### src/rtl/ram_access_seq_if.sv
// rtl/ram_access_seq_if.sv - CPU request/response and RAM pin bundle for the nibble RAM sequencer
// The slave view is the sequencer; the master view is the CPU plus RAM side.
interface ram_access_seq_if #(
  parameter int DATA_W = 4,
  parameter int ADDR_W = 12
);
  logic                  req_valid_i;
  logic                  req_ready_o;
  logic                  req_we_i;
  logic [1:0]            req_len_i;
  logic [ADDR_W-1:0]     req_addr_i;
  logic [3*DATA_W-1:0]   req_wdata_i;
  logic                  rsp_valid_o;
  logic [3*DATA_W-1:0]   rsp_rdata_o;
  logic                  busy_o;
  logic                  ram_wen_o;
  logic                  ram_ren_o;
  logic [ADDR_W-1:0]     ram_addr_o;
  logic [DATA_W-1:0]     ram_din_o;
  logic [DATA_W-1:0]     ram_dout_i;

  modport slave (
    input  req_valid_i,
    input  req_we_i,
    input  req_len_i,
    input  req_addr_i,
    input  req_wdata_i,
    input  ram_dout_i,
    output req_ready_o,
    output rsp_valid_o,
    output rsp_rdata_o,
    output busy_o,
    output ram_wen_o,
    output ram_ren_o,
    output ram_addr_o,
    output ram_din_o
  );

  modport master (
    output req_valid_i,
    output req_we_i,
    output req_len_i,
    output req_addr_i,
    output req_wdata_i,
    output ram_dout_i,
    input  req_ready_o,
    input  rsp_valid_o,
    input  rsp_rdata_o,
    input  busy_o,
    input  ram_wen_o,
    input  ram_ren_o,
    input  ram_addr_o,
    input  ram_din_o
  );
endinterface

### src/rtl/ram_access_seq.sv
// rtl/ram_access_seq.sv - splits a 1..3 nibble load/store into back-to-back single-nibble RAM accesses
// Loads are fully pipelined; returned nibbles are assembled little-endian into a 12-bit response.
module ram_access_seq #(
  parameter int DATA_W       = 4,
  parameter int ADDR_W       = 12,
  parameter int READ_LATENCY = 1
) (
  input logic             clk_i,
  input logic             rst_ni,
  ram_access_seq_if.slave bus
);
  localparam int RSP_W = 3 * DATA_W;

  typedef enum logic [2:0] {IDLE, WRITE, READ, DRAIN, DONE} state_t;

  state_t                  state;
  logic [1:0]              last_k;
  logic [1:0]              iss_k;
  logic [1:0]              cap_k;
  logic [RSP_W-1:0]        wdata_q;
  logic [RSP_W-1:0]        rd_buf;
  logic [RSP_W-1:0]        rd_next;
  logic [READ_LATENCY-1:0] rd_pipe;
  logic                    cap_now;

  logic                    ready_q;
  logic                    busy_q;
  logic                    rsp_valid_q;
  logic [RSP_W-1:0]        rsp_rdata_q;
  logic                    wen_q;
  logic                    ren_q;
  logic [ADDR_W-1:0]       addr_q;
  logic [DATA_W-1:0]       din_q;

  function automatic logic [DATA_W-1:0] get_nib(input logic [RSP_W-1:0] v, input logic [1:0] k);
    return v[int'(k)*DATA_W +: DATA_W];
  endfunction

  function automatic logic [RSP_W-1:0] put_nib(input logic [RSP_W-1:0] v, input logic [1:0] k,
                                               input logic [DATA_W-1:0] n);
    logic [RSP_W-1:0] r;
    r = v;
    r[int'(k)*DATA_W +: DATA_W] = n;
    return r;
  endfunction

  // rd_pipe tracks issued reads; its top bit marks the cycle whose ram_dout_i belongs to slot cap_k
  assign cap_now = rd_pipe[READ_LATENCY-1];
  assign rd_next = cap_now ? put_nib(rd_buf, cap_k, bus.ram_dout_i) : rd_buf;

  always_ff @(posedge clk_i or negedge rst_ni) begin
    if (!rst_ni) begin
      state       <= IDLE;
      last_k      <= '0;
      iss_k       <= '0;
      cap_k       <= '0;
      wdata_q     <= '0;
      rd_buf      <= '0;
      rd_pipe     <= '0;
      ready_q     <= 1'b0;
      busy_q      <= 1'b0;
      rsp_valid_q <= 1'b0;
      rsp_rdata_q <= '0;
      wen_q       <= 1'b0;
      ren_q       <= 1'b0;
      addr_q      <= '0;
      din_q       <= '0;
    end else begin
      rd_pipe     <= (rd_pipe << 1) | READ_LATENCY'(ren_q);
      rsp_valid_q <= 1'b0;
      if (cap_now) begin
        rd_buf <= rd_next;
        cap_k  <= cap_k + 2'd1;
      end

      case (state)
        IDLE: begin
          if (ready_q && bus.req_valid_i) begin
            ready_q <= 1'b0;
            busy_q  <= 1'b1;
            last_k  <= (bus.req_len_i == 2'd0) ? 2'd0 : bus.req_len_i - 2'd1;
            wdata_q <= bus.req_wdata_i;
            addr_q  <= bus.req_addr_i;
            iss_k   <= '0;
            cap_k   <= '0;
            rd_buf  <= '0;
            if (bus.req_we_i) begin
              wen_q <= 1'b1;
              din_q <= get_nib(bus.req_wdata_i, 2'd0);
              state <= WRITE;
            end else begin
              ren_q <= 1'b1;
              state <= READ;
            end
          end else begin
            ready_q <= 1'b1;
          end
        end

        WRITE: begin
          if (iss_k == last_k) begin
            wen_q       <= 1'b0;
            rsp_valid_q <= 1'b1;
            rsp_rdata_q <= '0;
            state       <= DONE;
          end else begin
            iss_k  <= iss_k + 2'd1;
            addr_q <= addr_q + ADDR_W'(1);
            din_q  <= get_nib(wdata_q, iss_k + 2'd1);
          end
        end

        READ: begin
          if (iss_k == last_k) begin
            ren_q <= 1'b0;
            state <= DRAIN;
          end else begin
            iss_k  <= iss_k + 2'd1;
            addr_q <= addr_q + ADDR_W'(1);
          end
        end

        // The final nibble is folded straight into the response so DONE follows its capture cycle.
        DRAIN: begin
          if (cap_now && cap_k == last_k) begin
            rsp_valid_q <= 1'b1;
            rsp_rdata_q <= rd_next;
            state       <= DONE;
          end
        end

        DONE: begin
          ready_q <= 1'b1;
          busy_q  <= 1'b0;
          state   <= IDLE;
        end

        default: state <= IDLE;
      endcase
    end
  end

  assign bus.req_ready_o = ready_q;
  assign bus.busy_o      = busy_q;
  assign bus.rsp_valid_o = rsp_valid_q;
  assign bus.rsp_rdata_o = rsp_rdata_q;
  assign bus.ram_wen_o   = wen_q;
  assign bus.ram_ren_o   = ren_q;
  assign bus.ram_addr_o  = addr_q;
  assign bus.ram_din_o   = din_q;
endmodule

### src/flat_wrapper.sv
// flat-port wrapper written by rule: the top's interface ports become plain ports
module ram_access_seq_flat 
#(
  parameter int DATA_W       = 4,
  parameter int ADDR_W       = 12,
  parameter int READ_LATENCY = 1
)
  (clk_i, rst_ni, bus_req_valid_i, bus_req_we_i, bus_req_len_i, bus_req_addr_i, bus_req_wdata_i, bus_ram_dout_i, bus_req_ready_o, bus_rsp_valid_o, bus_rsp_rdata_o, bus_busy_o, bus_ram_wen_o, bus_ram_ren_o, bus_ram_addr_o, bus_ram_din_o);
  ram_access_seq_if #(.DATA_W(DATA_W), .ADDR_W(ADDR_W)) bus_i ();
  input logic clk_i;
  input logic rst_ni;
  input wire logic [$bits(bus_i.req_valid_i)-1:0] bus_req_valid_i;
  input wire logic [$bits(bus_i.req_we_i)-1:0] bus_req_we_i;
  input wire logic [$bits(bus_i.req_len_i)-1:0] bus_req_len_i;
  input wire logic [$bits(bus_i.req_addr_i)-1:0] bus_req_addr_i;
  input wire logic [$bits(bus_i.req_wdata_i)-1:0] bus_req_wdata_i;
  input wire logic [$bits(bus_i.ram_dout_i)-1:0] bus_ram_dout_i;
  output wire logic [$bits(bus_i.req_ready_o)-1:0] bus_req_ready_o;
  output wire logic [$bits(bus_i.rsp_valid_o)-1:0] bus_rsp_valid_o;
  output wire logic [$bits(bus_i.rsp_rdata_o)-1:0] bus_rsp_rdata_o;
  output wire logic [$bits(bus_i.busy_o)-1:0] bus_busy_o;
  output wire logic [$bits(bus_i.ram_wen_o)-1:0] bus_ram_wen_o;
  output wire logic [$bits(bus_i.ram_ren_o)-1:0] bus_ram_ren_o;
  output wire logic [$bits(bus_i.ram_addr_o)-1:0] bus_ram_addr_o;
  output wire logic [$bits(bus_i.ram_din_o)-1:0] bus_ram_din_o;
  assign bus_i.req_valid_i = bus_req_valid_i;
  assign bus_i.req_we_i = bus_req_we_i;
  assign bus_i.req_len_i = bus_req_len_i;
  assign bus_i.req_addr_i = bus_req_addr_i;
  assign bus_i.req_wdata_i = bus_req_wdata_i;
  assign bus_i.ram_dout_i = bus_ram_dout_i;
  assign bus_req_ready_o = bus_i.req_ready_o;
  assign bus_rsp_valid_o = bus_i.rsp_valid_o;
  assign bus_rsp_rdata_o = bus_i.rsp_rdata_o;
  assign bus_busy_o = bus_i.busy_o;
  assign bus_ram_wen_o = bus_i.ram_wen_o;
  assign bus_ram_ren_o = bus_i.ram_ren_o;
  assign bus_ram_addr_o = bus_i.ram_addr_o;
  assign bus_ram_din_o = bus_i.ram_din_o;
  ram_access_seq #(.DATA_W(DATA_W), .ADDR_W(ADDR_W), .READ_LATENCY(READ_LATENCY)) u_core (.clk_i(clk_i), .rst_ni(rst_ni), .bus(bus_i));
endmodule
### config.mk
export PLATFORM = sky130hd
export DESIGN_NAME = ram_access_seq_flat
export DESIGN_NICKNAME = d
export VERILOG_FILES = /design/src/rtl/ram_access_seq_if.sv /design/src/rtl/ram_access_seq.sv /design/src/flat_wrapper.sv
export SDC_FILE = /design/constraint.sdc
export NUM_CORES = 1
export LEC_CHECK = 0
export BUFFER_PORTS_ARGS = -buffer_cell sky130_fd_sc_hd__clkbuf_2
export CORE_MARGIN = 5
export CORE_UTILIZATION = 30
export DETAILED_ROUTE_END_ITERATION = 8
export PLACE_DENSITY = 0.47
export SLEW_MARGIN = 30
export SYNTH_ARGS = -nofsm -noshare
export SYNTH_HDL_FRONTEND = slang
export SYNTH_SLANG_ARGS = --single-unit
### constraint.sdc
create_clock -name clk_i -period 2.4 [get_ports clk_i]
set_clock_uncertainty 0.1 [all_clocks]
set_input_delay 0.48 -clock clk_i [delete_from_list [all_inputs] [get_ports clk_i]]
set_output_delay 0.48 -clock clk_i [all_outputs]
set_load 0.02 [all_outputs]
# Word-level counts from Yosys, hierarchy flattened
# Index checks and enable logic that the tools add are counted.
# totals
regBits	67
out_inout_bits	33
elab_cells	97
# classes
addsub	5
n_eq_ne	14
shift	3
muxes	42
reduce_logical	18
# ops
op	count
$mux W12	8
$pmux W12 S2	2
$neg A4 Y33	1
$shift A4 B33 Y12 const A	1
$shiftx A4 B33 Y12	1
$reduce_and A4 Y1	4
$mux W2	7
$add A12 B1 Y12 const B	1
$bwmux W12	1
$mux W3	4
$mux W4	3
$pmux W3 S4	1
$shiftx A12 B5 Y4	1
$pmux W1 S2	5
$reduce_bool A2 Y1	5
$mux W1	9
$ne A2 B1 Y1 const B	4
$ne A2 B2 Y1 const B	4
$pmux W4 S2	1
$eq A3 B2 Y1 const B	2
$reduce_and A3 Y1	2
$add A2 B1 Y2 const B	2
$eq A2 B2 Y1	2
$pmux W2 S2	1
8 further kinds	10

# Longest topological paths before layout
# logic_depth
depth_word	7
ltp_mapped	7
mapped_depth_nobuf	6

# Least setup slack after synthesis
# No wires, ideal clock.
# synth_timing
kind	flip-flop to flip-flop
from	register u_core.cap_k[0]
to	register u_core.rsp_rdata_q[10], in the netlist u_core.bus.rsp_rdata_o[10]
arrival_ps	1719
required_time_ps	2217
path_slack_ps	498
path_stages_with_launch	6
path_buffers	0
synth_period_minus_slack_ps	1902
path_cell_list	dfrtp_1 inv_1 ha_1 nor3b_1 a32oi_1 o22ai_1
# synth_via
elab_chain_cells	6
elab_cells_between_ends	11
classes_between	add/sub: 1; eq/ne: 2; shift: 2; mux: 4; reduce/logical: 2
# synth_rtl
element	line_no	text
start, declared	ram_access_seq.sv:19	logic [1:0] cap_k;
start signal, assigned	ram_access_seq.sv:73	cap_k <= cap_k + 2'd1;
$neg A4 Y33	ram_access_seq.sv:43	r[int'(k)*DATA_W +: DATA_W] = n;
$shiftx A4 B33 Y12 / $shift A4 B33 Y12 (equally long branches)	ram_access_seq.sv:43	
$bwmux W12	ram_access_seq.sv:43	
$mux W12	ram_access_seq.sv:49	assign rd_next = cap_now ? put_nib(rd_buf, cap_k, bus.ram_dout_i) : rd_buf;
$mux W12	ram_access_seq.sv:125	if (cap_now && cap_k == last_k) begin
$pmux W12 S2	ram_access_seq.sv:76	case (state)
end signal, assigned	ram_access_seq.sv:127	rsp_rdata_q <= rd_next;
end, declared	ram_access_seq.sv:29	logic [RSP_W-1:0] rsp_rdata_q;
# Several ways; a longest one is shown, not always the timed one. The select of a mux whose other input is x is not followed.
# A chain may end at the register's enable or synchronous reset.

# Final worst setup path
# layout_timing
from	register u_core.state[1]
to	register u_core.addr_q[11], in the netlist u_core.bus.ram_addr_o[11]
# layout_via
elab_chain_cells	4
elab_cells_between_ends	9
classes_between	eq/ne: 4; mux: 1; reduce/logical: 4
# layout_rtl
element	line_no	text
start, declared	ram_access_seq.sv:16	state_t state;
start signal, assigned	ram_access_seq.sv:53	state <= IDLE;
start signal, assigned	ram_access_seq.sv:90	state <= WRITE;
start signal, assigned	ram_access_seq.sv:93	state <= READ;
$eq A3 B1 Y1 / $eq A3 B2 Y1 (equally long branches)	ram_access_seq.sv:76	
$reduce_or A2 Y1 (no source line)	--	
$ne A2 B2 Y1 (no source line) / $reduce_bool A2 Y1 (equally long branches)	--	
$reduce_and A3 Y1 (no source line)	--	
end signal, assigned	ram_access_seq.sv:83	addr_q <= bus.req_addr_i;
end signal, assigned	ram_access_seq.sv:108	addr_q <= addr_q + ADDR_W'(1);
end signal, assigned	ram_access_seq.sv:119	addr_q <= addr_q + ADDR_W'(1);
end, declared	ram_access_seq.sv:32	logic [ADDR_W-1:0] addr_q;
# Several ways; a longest one is shown, not always the timed one.

==> implementation parameters <==
Parameter                              Value

Outcome
  Outcome ... completed

Worst setup path
  Type of the worst setup path ... flop to flop
  Depth of the critical timing path with buffers and inverters included ... 5
  Number of cells on the worst reg-to-reg path ... 5
  Highest cell delay on the worst timing path ... ~550 ps
  Number of buffers and inverters on the critical path ... 1
  R2R Setup Slk ... approximately 260 ps
  Cell class contributing the biggest share of worst-path delay ... flip-flops
  Cell-by-cell listing of the critical path ... xnor2_4, or2_0, buf_4, o22ai_1, a22oi_1
  Worst r2r dst ... u_core.bus.ram_addr_o[11]$_DFFE_PN0P_
  Destination of the critical timing path ... u_core.bus.ram_addr_o[11]$_DFFE_PN0P_
  Startpoint type of the worst setup path ... flop
  Endpoint required time on the critical path ... between 2000 and 3000 ps
  Arr. time, crit path ... 2310 ps
  Critical-path top delay cell ... dfrtp_1
  Kind of end point of the critical path ... flop
  Critical-path maximum fanout ... 10
  First element of the critical path ... u_core.state[1]$_DFFE_PN0P_
  R2R Path Start ... u_core.state[1]$_DFFE_PN0P_

Placement
  Number of I/O port buffers ... 66
  Post-DP HPWL ... around 6 mm
  Routability congestion estimate ... between 0.7 and 0.8

Clocking
  Clock transition at the registers of the reported paths ... ~80 ps
  TritonCTS clock tree ... built
  H-tree Lvls ... 3
  Worst skew pair latency ... approximately 340 ps
  Sink Count ... 67
  TritonCTS Buffers ... 9
  Buffer depth of the longest clock path ... 2
  Cts-stage hold buffer count ... 0
  Post-CTS Repair Setup Buffers ... 0
  Number of instances resized during post-cts repair ... 0
  Root Buffer ... clkbuf_8

Power and ir drop
  Static power due to leakage ... ~1.9 nW
  Areal power density over the cells ... ~570 nW/um2
  VDD IR-drop max ... approximately 230 uV

Global route
  Via count of the first global-routing pass ... between 2k and 3k
  Gr ovfl total ... 0
  Initial antenna violation count ... 0
  Largest net degree at the start of global routing ... 47
  First-pass GRT wire length ... roughly 14 mm
  Total routing usage reported by global routing ... 0.1339

Timing
  Final setup vio count ... 0
  Sum of negative setup slack ... 0 ps
  Clock period minus worst slack ... roughly 2100 ps
  Unrepaired setup endpoints after global routing ... false
  Slew HR ... 0.6096
  Number of hold-slack violations in the final timing report ... 0
  Pins over their slew limit ... 0
  Period Utilization, post-route ... 0.8925
  Transition time at the pin with the least slew margin ... between 500 and 600 ps
  Fmax ... approximately 470 MHz

Floorplanning
  Top Ports ... 67
  Core area ... about 11000 um2
  Y dimension of the die ... between 100 and 150 um
  Die Outline Area ... about 13000 um2
  Die span in x ... between 100 and 150 um
  Std-Cell Rows ... 38
  Starting utilization of the core area ... 0.3057

Detailed routing
  Post-detailed-routing wire length ... around 8.5 mm
  Number of DRC violations after detailed routing ... 0
  Total vias in the final route ... about 2.7k
  Number of nets with antenna violations after routing ... 0
  Number of vias per cell ... around 5.1
  Drt wl/cell ... about 16 um
  Initial DRC count ... 129
  TritonRoute pass-1 iters ... 4

Layout
  Number of nets in the finished design ... between 400 and 500
  Final-layout fill cell count ... 1115
  Utilization after layout ... 0.3741
  Synth-to-layout area growth ... 22.35%
  Antenna Cells ... 0
  Ratio of cells with drive above 1 in the final layout ... 0.3298

Logic synthesis
  Post-synthesis sequential area ratio ... 0.5059
  Dominant cells by area after synthesis ... dfrtp_1, mux2_2, o22ai_1
  Mean instance size in the synthesized netlist ... 10.87 um2
  Post-synthesis cell area ... 3314 um2
  Dominant register cell in the synthesized netlist ... dfrtp_1
  Top post-synthesis cells by count ... dfrtp_1, nor2_1, inv_1
  EDFF count, synth ... 0
  Mapped Nets ... about 340
  Cell accounting for the most synthesized area ... dfrtp_1
  Number of flip-flops and latches in the synthesized netlist ... 67
  Area fraction of the dominant cell type after synthesis ... 0.5059
  Yosys warns ... 0
  Synthesized netlist cell count ... 305
  Proportion of register bits with asynchronous set or reset after synthesis ... 1.000
  Yosys cell types ... 49
  Leading cell type by number of instances after synthesis ... dfrtp_1

Run
  Max Cap Violations ... 0

Hold path
  Worst min-delay path category ... input port to asynchronous set/reset pin
## kinds of logic (layout without fill, tap and decap cells)
| logic type | after synthesis | in the layout | synth area share |
|---|---|---|---|
| AO/OA/AOI/OAI | 83 | 83 | 0.1846 |
| AND/OR/NAND/NOR | 78 | 78 | 0.1182 |
| flip-flops | 67 | 67 | 0.5059 |
| buffers and inverters | 41 | 118 | 0.06304 |
| multiplexers | 25 | 25 | 0.08343 |
| XOR/XNOR | 6 | 6 | 0.02605 |
| adder cells (fa/ha/maj) | 5 | 5 | 0.01888 |
## per-stage QoR
| stage | hold WS, ps | setup WS [ps] | cell area, um2 | std cells | total power, W |
|---|---|---|---|---|---|
| floorplan | 84.41 | 497.7 | 3314 | 305 | 0.001185 |
| global placement | 300.9 | 73.61 | 3826 | 506 | 0.001251 |
| detailed placement | 319.1 | 265.7 | 3831 | 506 | 0.001252 |
| CTS | 13.30 | 258.4 | 4055 | 522 | 0.002344 |
| global route | 39.40 | 59.02 | 4055 | 522 | 0.002397 |
| finish | 11.97 | 258.0 | 4055 | 522 | 0.002302 |
## flip-flops by register name, summed over array words and instances, names as in the netlist, 2 cells and up
signal / count
u_core.bus.ram_addr_o: 12
u_core.rd_buf: 12
u_core.iss_k: 2
u_core.cap_k: 2
u_core.state: 3
u_core.last_k: 2
u_core.bus.ram_din_o: 4
u_core.wdata_q: 12
u_core.bus.rsp_rdata_o: 12
## layout make-up
cell class / count / area (um2) / area share
Sequential cell: 67 / 1677 / 0.4135
Multi-Input combinational cell: 197 / 1440 / 0.3551
Timing Repair Buffer: 79 / 452.9 / 0.1117
Tap cell: 140 / 175.2 / 0.04320
Clock buffer: 9 / 123.9 / 0.03055
Clock inverter: 7 / 100.1 / 0.02468
Inverter: 23 / 86.33 / 0.02129
## worst min path at each step
| stage | from | cells after the start | to |
|---|---|---|---|
| 6_report | rst_ni | 1 | u_core.bus.rsp_rdata_o[4]$_DFFE_PN0P_ |
| 2_1_floorplan | rst_ni | 0 | u_core.bus.busy_o$_DFFE_PN0P_ |
| 4_1_cts | rst_ni | 1 | u_core.wdata_q[5]$_DFFE_PN0P_ |
| 3_5_place_dp | u_core.bus.ram_ren_o$_DFFE_PN0P_ | 0 | u_core.cap_now$_DFF_PN0_ |
| 3_3_place_gp | u_core.bus.ram_ren_o$_DFFE_PN0P_ | 0 | u_core.cap_now$_DFF_PN0_ |
| 5_1_grt | rst_ni | 1 | u_core.bus.rsp_rdata_o[4]$_DFFE_PN0P_ |
## metal layers
layer,part of all wire,track usage
met1,0.46,0.1804
met2,0.49,0.2130
met3,0.036,0.02579
met4,0.015,0.05164
met5,0,0
## layout by cell type, fill, tap and decap left out, drive strengths merged, types with 2 or more instances in the layout
| cell | n |
|---|---|
| inv | 25 |
| xnor2 | 6 |
| clkinv | 3 |
| nor2 | 33 |
| dfrtp | 67 |
| a211oi | 4 |
| a32oi | 8 |
| nand2b | 3 |
| o21ai | 4 |
| nand4 | 4 |
| a31oi | 5 |
| nor3 | 9 |
| mux2 | 21 |
| and4 | 2 |
| clkbuf | 74 |
| a22oi | 13 |
| ha | 5 |
| a22o | 3 |
| a21oi | 9 |
| o2bb2ai | 5 |
| buf | 14 |
| mux2i | 4 |
| bufinv | 2 |
| nand2 | 11 |
| nor4b | 2 |
| nor3b | 3 |
| o41ai | 3 |
| or2 | 3 |
| o22ai | 22 |
| nand3 | 4 |
## worst reg2reg max path: cells and delay by family (launching register included)
kind / cells / cell delay, ps
simple gates: 1 / 520
flops: 1 / 550
xor+xnor: 1 / 380
buf+inv: 1 / 260
compound gates: 2 / 270
## power by group
group | switching (W) | total [W] | internal [W]
sequential | 0.00000273 | 0.00114 | 0.00114
combinational | 0.0000500 | 0.0000853 | 0.0000353
clock | 0.000482 | 0.00108 | 0.000594
(Power assumes the default switching activity.)
